--- src/rtl/thread_regfile.sv ---
// Per-thread register file: R0-R12 general purpose, R13-R15 read-only identity, plus a 4-bit predicate.
// Operands are latched in REQUEST; ALU/LSU/immediate results commit in UPDATE under the predicate guard.
module thread_regfile #(
  parameter int THREADS_PER_BLOCK = 4,
  parameter int THREAD_ID         = 0,
  parameter int DATA_BITS         = 8
) (
  input  logic                 clk,
  input  logic                 reset,
  input  logic                 enable,
  input  logic [7:0]           block_id,
  input  logic [2:0]           core_state,
  input  logic [3:0]           decoded_rs_address,
  input  logic [3:0]           decoded_rt_address,
  input  logic [3:0]           decoded_rd_address,
  input  logic                 decoded_reg_write_enable,
  input  logic [1:0]           decoded_reg_input_mux,
  input  logic [DATA_BITS-1:0] decoded_immediate,
  input  logic                 decoded_pred_write_enable,
  input  logic [1:0]           decoded_pd_address,
  input  logic                 decoded_always_execute,
  input  logic                 decoded_predicate_on,
  input  logic [DATA_BITS-1:0] alu_out,
  input  logic [DATA_BITS-1:0] lsu_out,
  output logic [DATA_BITS-1:0] rs,
  output logic [DATA_BITS-1:0] rt,
  output logic [3:0]           predicate
);

  localparam logic [2:0] CORE_REQUEST = 3'b011;
  localparam logic [2:0] CORE_UPDATE  = 3'b110;
  localparam logic [3:0] LAST_GPR     = 4'd12;

  logic [DATA_BITS-1:0] gpr [0:12];
  logic [DATA_BITS-1:0] r13;
  logic [DATA_BITS-1:0] rs_val;
  logic [DATA_BITS-1:0] rt_val;
  logic [DATA_BITS-1:0] wr_data;
  logic                 wr_src_valid;
  logic                 commit;
  logic                 do_update;
  logic                 data_we;
  logic                 pred_we;

  always_comb begin
    rs_val = '0;
    case (decoded_rs_address)
      4'd13:   rs_val = r13;
      4'd14:   rs_val = DATA_BITS'(THREADS_PER_BLOCK);
      4'd15:   rs_val = DATA_BITS'(THREAD_ID);
      default: rs_val = gpr[decoded_rs_address];
    endcase
  end

  always_comb begin
    rt_val = '0;
    case (decoded_rt_address)
      4'd13:   rt_val = r13;
      4'd14:   rt_val = DATA_BITS'(THREADS_PER_BLOCK);
      4'd15:   rt_val = DATA_BITS'(THREAD_ID);
      default: rt_val = gpr[decoded_rt_address];
    endcase
  end

  // Same gate as the ALU's execute check, so a suppressed instruction never writes back.
  assign commit = decoded_always_execute || !decoded_predicate_on || (predicate != 4'b0);

  always_comb begin
    wr_data      = '0;
    wr_src_valid = 1'b1;
    case (decoded_reg_input_mux)
      2'b00:   wr_data = alu_out;
      2'b01:   wr_data = lsu_out;
      2'b10:   wr_data = decoded_immediate;
      default: wr_src_valid = 1'b0;
    endcase
  end

  assign do_update = (core_state == CORE_UPDATE) && commit;
  assign data_we   = do_update && decoded_reg_write_enable && wr_src_valid &&
                     (decoded_rd_address <= LAST_GPR);
  assign pred_we   = do_update && decoded_pred_write_enable;

  always_ff @(posedge clk) begin
    if (reset) begin
      for (int i = 0; i < 13; i++) gpr[i] <= '0;
      r13       <= DATA_BITS'(block_id);
      rs        <= '0;
      rt        <= '0;
      predicate <= 4'b0;
    end else if (enable) begin
      r13 <= DATA_BITS'(block_id);
      if (core_state == CORE_REQUEST) begin
        rs <= rs_val;
        rt <= rt_val;
      end
      if (data_we) gpr[decoded_rd_address] <= wr_data;
      if (pred_we) predicate[decoded_pd_address] <= alu_out[0];
    end
  end

endmodule

--- config.mk ---
export PLATFORM = sky130hd
export DESIGN_NAME = thread_regfile
export DESIGN_NICKNAME = d
export VERILOG_FILES = /design/src/rtl/thread_regfile.sv
export SDC_FILE = /design/constraint.sdc
export NUM_CORES = 1
export LEC_CHECK = 0
export ABC_AREA = 0
export BUFFER_PORTS_ARGS = -buffer_cell sky130_fd_sc_hd__buf_4
export CAP_MARGIN = 25
export CORE_MARGIN = 4
export CORE_UTILIZATION = 50
export DETAILED_ROUTE_END_ITERATION = 10
export HOLD_SLACK_MARGIN = 0.03
export PLACE_DENSITY = 0.7
export SYNTH_ARGS = -nofsm -noshare
export SYNTH_HDL_FRONTEND = slang
export SYNTH_SLANG_ARGS = --single-unit
--- constraint.sdc ---
create_clock -name clk -period 5.4 [get_ports clk]
set_input_delay 0.27 -clock clk [delete_from_list [all_inputs] [get_ports clk]]
set_output_delay 0.27 -clock clk [all_outputs]
set_load 0.02 [all_outputs]
Yosys cells after proc, flatten, opt, wreduce, memory -nomap -nowiden
Memory sizes are Yosys's and may differ from the RTL's.
Cells that the tools add are included.
- bits in registers: 28
- RAM bits: 104
- word-level logic and storage cells: 52
- memories: 1
- magnitude comparators: 3
- eq/ne operators: 10
- multiplexer cells: 18
- reduce and logical (&&, ||, !) cells: 16
- memories (memory ; words ; bits a word ; rd ports ; clocked after memory_dff ; write ports ; RTL line ; source):
    gpr ; 13 ; 8 ; 2 ; 0 ; 13 ; 34 ; logic [DATA_BITS-1:0] gpr [0:12];
- operators with widths (kind ; number):
    one-hot mux 8 bit (3 select lines) ; 3
    == test 4 bit, second input constant ; 6
    2-to-1 mux 8 bit ; 3
    2-to-1 mux 1 bit ; 9
    OR reduction 8 bit ; 1
    logical AND 1 bit ; 6
    bitwise mux 4 bit ; 1
    <= comparator 4 bit, second input constant ; 1
    2-to-1 mux 4 bit ; 1
    AND reduction 2 bit ; 2
    nonzero test 4 bit ; 1
    == test 3 x 2 -> 1 bit, second input constant ; 1
    == test 3 bit, second input constant ; 1
    less-than comparator 2 x 3 -> 1 bit, second input constant ; 1
    OR reduction 3 bit ; 1
    demux 1 bit (select 2 bit) ; 1
    == test 2 x 1 -> 1 bit, second input constant ; 1
    == test 2 bit, second input constant ; 1
    greater-or-equal comparator 2 x 1 -> 1 bit, second input constant ; 1
    zero test 2 bit ; 1
    logical OR 1 bit ; 2
    nonzero test 2 bit ; 1
    zero test 1 bit ; 1

Longest topological paths before layout
- depth after elaboration: 13
- mapped depth: 7

Least setup slack after synthesis
OpenSTA, ideal clock, no wires.
- kind: in2reg
- start point: input core_state[0]
- end point: memory gpr[12][0] (enable)
- library setup time: 0.375 ns
- data arrival time: 1.803 ns
- required time: 5.025 ns
- path slack: 3.223 ns
- cell stages on the path: 5
- cells stage by stage: nand4b_1 > nand4bb_4 > or4_1 > buf_2 > o21bai_1
- RTL lines (element ; RTL line ; source):
    start: declaration ; 12 ; input logic [2:0] core_state,
    end: declaration ; 34 ;

==> impl_metrics.prom <==
# TYPE chip_impl_metric gauge
chip_impl_metric{name="n_antenna_cell",unit=""} 0
chip_impl_metric{name="synth_seq_cells",unit=""} 132
chip_impl_metric{name="timing.reg2reg.worst_path_depth",unit=""} 4
chip_impl_metric{name="yosysTopAreaCellShare",unit=""} 0.4717
chip_impl_metric{name="start_util",unit=""} 0.5116
chip_impl_metric{name="postSynth.asyncResetShare",unit=""} 0
chip_impl_metric{name="total_routed_wirelength",unit="um"} 19750
chip_impl_metric{name="fin_skew",unit="ps"} 9.241
chip_impl_metric{name="finalCritPeriodShare",unit=""} 0.4898
chip_impl_metric{name="global_route.overflow_total",unit=""} 0
chip_impl_info{name="rr_endpoint",value="gpr[5][2]$_SDFFCE_PN0P_"} 1
chip_impl_info{name="rr_startpoint",value="predicate[1]$_SDFFE_PP0P_"} 1
chip_impl_metric{name="core_area",unit="um2"} 13930
chip_impl_info{name="tritoncts",value="yes"} 1
chip_impl_metric{name="synth.lib_cells_used.distinct",unit=""} 54
chip_impl_metric{name="floorplan.rows",unit=""} 43
chip_impl_metric{name="number_of_remaining_drc_errors",unit=""} 0
chip_impl_metric{name="synth_enable_flop_cells",unit=""} 112
chip_impl_metric{name="finalWeightedCongestion",unit=""} 0.9144
chip_impl_metric{name="fill_cells",unit=""} 1079
chip_impl_metric{name="antenna_violations_before_repair",unit=""} 1
chip_impl_metric{name="clock_insertion_delay_worst_skew",unit="ps"} 420
chip_impl_metric{name="design.portCount",unit=""} 78
chip_impl_metric{name="initialDrtViolationCount",unit=""} 589
chip_impl_metric{name="post_route_cells_drive_above_1_share",unit=""} 0.2729
chip_impl_metric{name="number_of_clock_buffers_inserted_by_tritoncts",unit=""} 17
chip_impl_metric{name="netlist_area",unit="um2"} 7129
chip_impl_info{name="clockRootBuffer",value="sky130_fd_sc_hd__clkbuf_16"} 1
chip_impl_info{name="worstSetupEndpointType",value="flop"} 1
chip_impl_metric{name="routed_wire_length_per_instance",unit="um"} 23.94
chip_impl_metric{name="yosys_warning_total",unit=""} 0
chip_impl_metric{name="area_growth_syn_to_layout",unit="%"} 16.39
chip_impl_metric{name="power.density",unit="nW/um2"} 296.9
chip_impl_info{name="synth_top_area_cell",value="sky130_fd_sc_hd__edfxtp_1"} 1
chip_impl_metric{name="fin_total_pwr",unit="mW"} 2.463
chip_impl_metric{name="dp_hpwl",unit="um"} 14920
chip_impl_metric{name="dr_total_vias",unit=""} 5174
chip_impl_metric{name="clock_tree.buffer_depth",unit=""} 2
chip_impl_info{name="hold_wc_path_type",value="in -> reg"} 1
chip_impl_metric{name="timing.critical_path.fanout_max",unit=""} 27
chip_impl_metric{name="worst_setup_hold_path_clk_slew",unit="ps"} 60
chip_impl_metric{name="final_core_util",unit=""} 0.5955
chip_impl_metric{name="viasPerCell",unit=""} 6.272
chip_impl_metric{name="htreeDepth",unit=""} 4
chip_impl_metric{name="vdd.ir_drop.worst",unit="mV"} 0.2303
chip_impl_metric{name="synth_sequential_area_ratio",unit=""} 0.5279
chip_impl_metric{name="tightestPinTransition",unit="ps"} 1045
chip_impl_metric{name="static-leakage-power",unit="nW"} 3.010
chip_impl_metric{name="critical_path_required",unit="ps"} 5460
chip_impl_metric{name="grt_first_pass_wirelength",unit="um"} 29870
chip_impl_metric{name="maxClockFrequency",unit="GHz"} 0.3781
chip_impl_metric{name="final_hold_viol_count",unit=""} 0
chip_impl_metric{name="vias_in_the_first_global_route",unit=""} 4961
chip_impl_metric{name="synthesis.nets",unit=""} 632
chip_impl_info{name="crit_type",value="in -> reg"} 1
chip_impl_metric{name="syn-instance-count",unit=""} 574
chip_impl_info{name="main_flop_type_after_synthesis",value="sky130_fd_sc_hd__edfxtp_1"} 1
chip_impl_metric{name="cts_setup_buffers",unit=""} 0
chip_impl_metric{name="crit_arrival",unit="ps"} 2700
chip_impl_metric{name="cts.sinks",unit=""} 132
chip_impl_metric{name="port_buffers",unit=""} 77
chip_impl_metric{name="postCtsResizedCells",unit=""} 0
chip_impl_metric{name="finalWorstPathRequiredPeriod",unit="ps"} 2645
chip_impl_info{name="timing.critical_path.from_type",value="input pin"} 1
chip_impl_metric{name="overall_global_routing_resource_usage",unit=""} 0.2503
chip_impl_info{name="synth_area_leaders",value="sky130_fd_sc_hd__edfxtp_1 47%, sky130_fd_sc_hd__mux4_2 12%, sky130_fd_sc_hd__nor2_1 5.7%"} 1
chip_impl_metric{name="final_slew_viol_count",unit=""} 0
chip_impl_info{name="rsz0062_at_grt",value="false"} 1
chip_impl_metric{name="grt_start_max_net_pins",unit=""} 39
chip_impl_info{name="synth.most_common_cell",value="sky130_fd_sc_hd__edfxtp_1"} 1
chip_impl_metric{name="cts_hold_repair.buffers",unit=""} 8
chip_impl_metric{name="drtPass1Iterations",unit=""} 6
chip_impl_metric{name="die_area",unit="um2"} 16230
chip_impl_metric{name="totalNegativeSetupSlack",unit="ps"} 0
chip_impl_metric{name="route.antenna.remaining_nets",unit=""} 0
chip_impl_info{name="synth.top_cells.by_count",value="112 x sky130_fd_sc_hd__edfxtp_1, 108 x sky130_fd_sc_hd__nor2_1, 38 x sky130_fd_sc_hd__mux4_2"} 1
chip_impl_metric{name="die_w",unit="um"} 127.4
chip_impl_info{name="setup.worst_path.start",value="core_state[0]"} 1
chip_impl_info{name="critical_path.endpoint",value="gpr[5][2]$_SDFFCE_PN0P_"} 1
chip_impl_metric{name="r2r_setup_slack",unit="ps"} 2760
chip_impl_metric{name="max-slew-margin-rel",unit=""} 0.2856
chip_impl_info{name="run_status",value="finished, final reports clean"} 1
chip_impl_metric{name="mapped_avg_cell_area",unit="um2"} 12.42
chip_impl_metric{name="cap_viol_max_count",unit=""} 0
chip_impl_metric{name="setup_viol_count_final",unit=""} 0
chip_impl_metric{name="nNetsFinal",unit=""} 690
chip_impl_metric{name="die_h",unit="um"} 127.4
==> worst max-delay path, cell delays in order <==
cell and delay, ps:
sky130_fd_sc_hd__buf_4 120, sky130_fd_sc_hd__nand4b_1 330, sky130_fd_sc_hd__nand4bb_4 340, sky130_fd_sc_hd__or4_1 890, sky130_fd_sc_hd__o21bai_1 740
==> kinds of logic (layout without fill, tap and decap cells) <==
logic type / count (synthesis) / count (layout) / share of synthesized area
simple gates: 213 / 213 / 0.1455
buf+inv: 64 / 135 / 0.04563
flops: 132 / 132 / 0.5279
mux: 92 / 92 / 0.1990
compound gates: 73 / 73 / 0.08196
==> cell type report <==
type / count / area, um2 / share of cell area
flip-flops and latches: 132 / 3764 / 0.4536
clock buffers: 18 / 429.2 / 0.05172
repair buffers: 86 / 661.9 / 0.07976
well taps: 180 / 225.2 / 0.02714
multi-input cells: 378 / 3040 / 0.3664
clock inverters: 14 / 113.9 / 0.01372
inverters: 17 / 63.81 / 0.007690
==> metrics by stage <==
stage	area [um2]	cells	setup slack, ps	hold slack, ps
final	8298	825	2755	152.7
after global routing	8298	825	2541	157.0
after CTS	8298	825	2779	140.2
after detailed placement	7675	785	2360	449.3
after global placement	7671	784	2423	450.0
after floorplan	7129	574	3223	368.9
==> metal layers <==
metal	track usage	up-vias	share of wire
li1	-	2292	-
met1	0.3422	2503	0.40
met2	0.3893	320	0.47
met3	0.06605	57	0.10
met4	0.08770	2	0.031
met5	0	-	0.00066
==> how the worst min path moves through the flow <==
stage	cells past startpoint	endpoint	slack, ps	from
6_report	3	predicate[2]$_SDFFE_PP0P_	150	decoded_pd_address[0]
5_1_grt	3	predicate[2]$_SDFFE_PP0P_	160	decoded_pd_address[0]
4_1_cts	3	predicate[2]$_SDFFE_PP0P_	140	decoded_pd_address[0]
3_5_place_dp	1	r13[5]$_DFFE_PP_	450	block_id[5]
3_3_place_gp	1	r13[4]$_DFFE_PP_	450	block_id[4]
2_1_floorplan	0	r13[0]$_DFFE_PP_	370	block_id[0]
==> sequential cells by signal, indices dropped and copies added (netlist names) <==
name / cells
rt: 8
r13: 8
rs: 8
predicate: 4
gpr: 104
==> power by group <==
group	switching, mW	internal [mW]
Combinational	0.138	0.110
Clock	0.461	0.597
Sequential	0.0241	1.13
==> cells in the final DEF, fill, tap and decap left out, drive strengths merged, types with 2 or more instances in the layout <==
| cell | netlist | routed |
|---|---|---|
| nor2 | 108 | 108 |
| o211ai | 2 | 2 |
| clkinv | 1 | 5 |
| nand2b | 9 | 9 |
| clkbuf | 21 | 18 |
| and2 | 4 | 4 |
| clkinvlp | 0 | 2 |
| o311a | 2 | 2 |
| dfxtp | 20 | 20 |
| o41ai | 2 | 2 |
| nor2b | 6 | 6 |
| o21ai | 2 | 2 |
| o21bai | 19 | 19 |
| o2bb2ai | 8 | 8 |
| mux2i | 36 | 36 |
| nand3b | 6 | 6 |
| and3 | 2 | 2 |
| nand4b | 2 | 2 |
| o22ai | 4 | 4 |
| nand2 | 34 | 34 |
| or4 | 5 | 5 |
| nand4 | 2 | 2 |
| mux2 | 18 | 18 |
| a211oi | 13 | 13 |
| dlygate4sd3 | 0 | 8 |
| or2 | 2 | 2 |
| nor3b | 4 | 4 |
| buf | 26 | 78 |
| nor3 | 21 | 21 |
| nand3 | 2 | 2 |
| inv | 16 | 24 |
| a221oi | 4 | 4 |
| mux4 | 38 | 38 |
| nor4 | 3 | 3 |
| edfxtp | 112 | 112 |
| a2111oi | 6 | 6 |
Note: power is estimated with default switching activity, not from simulation.
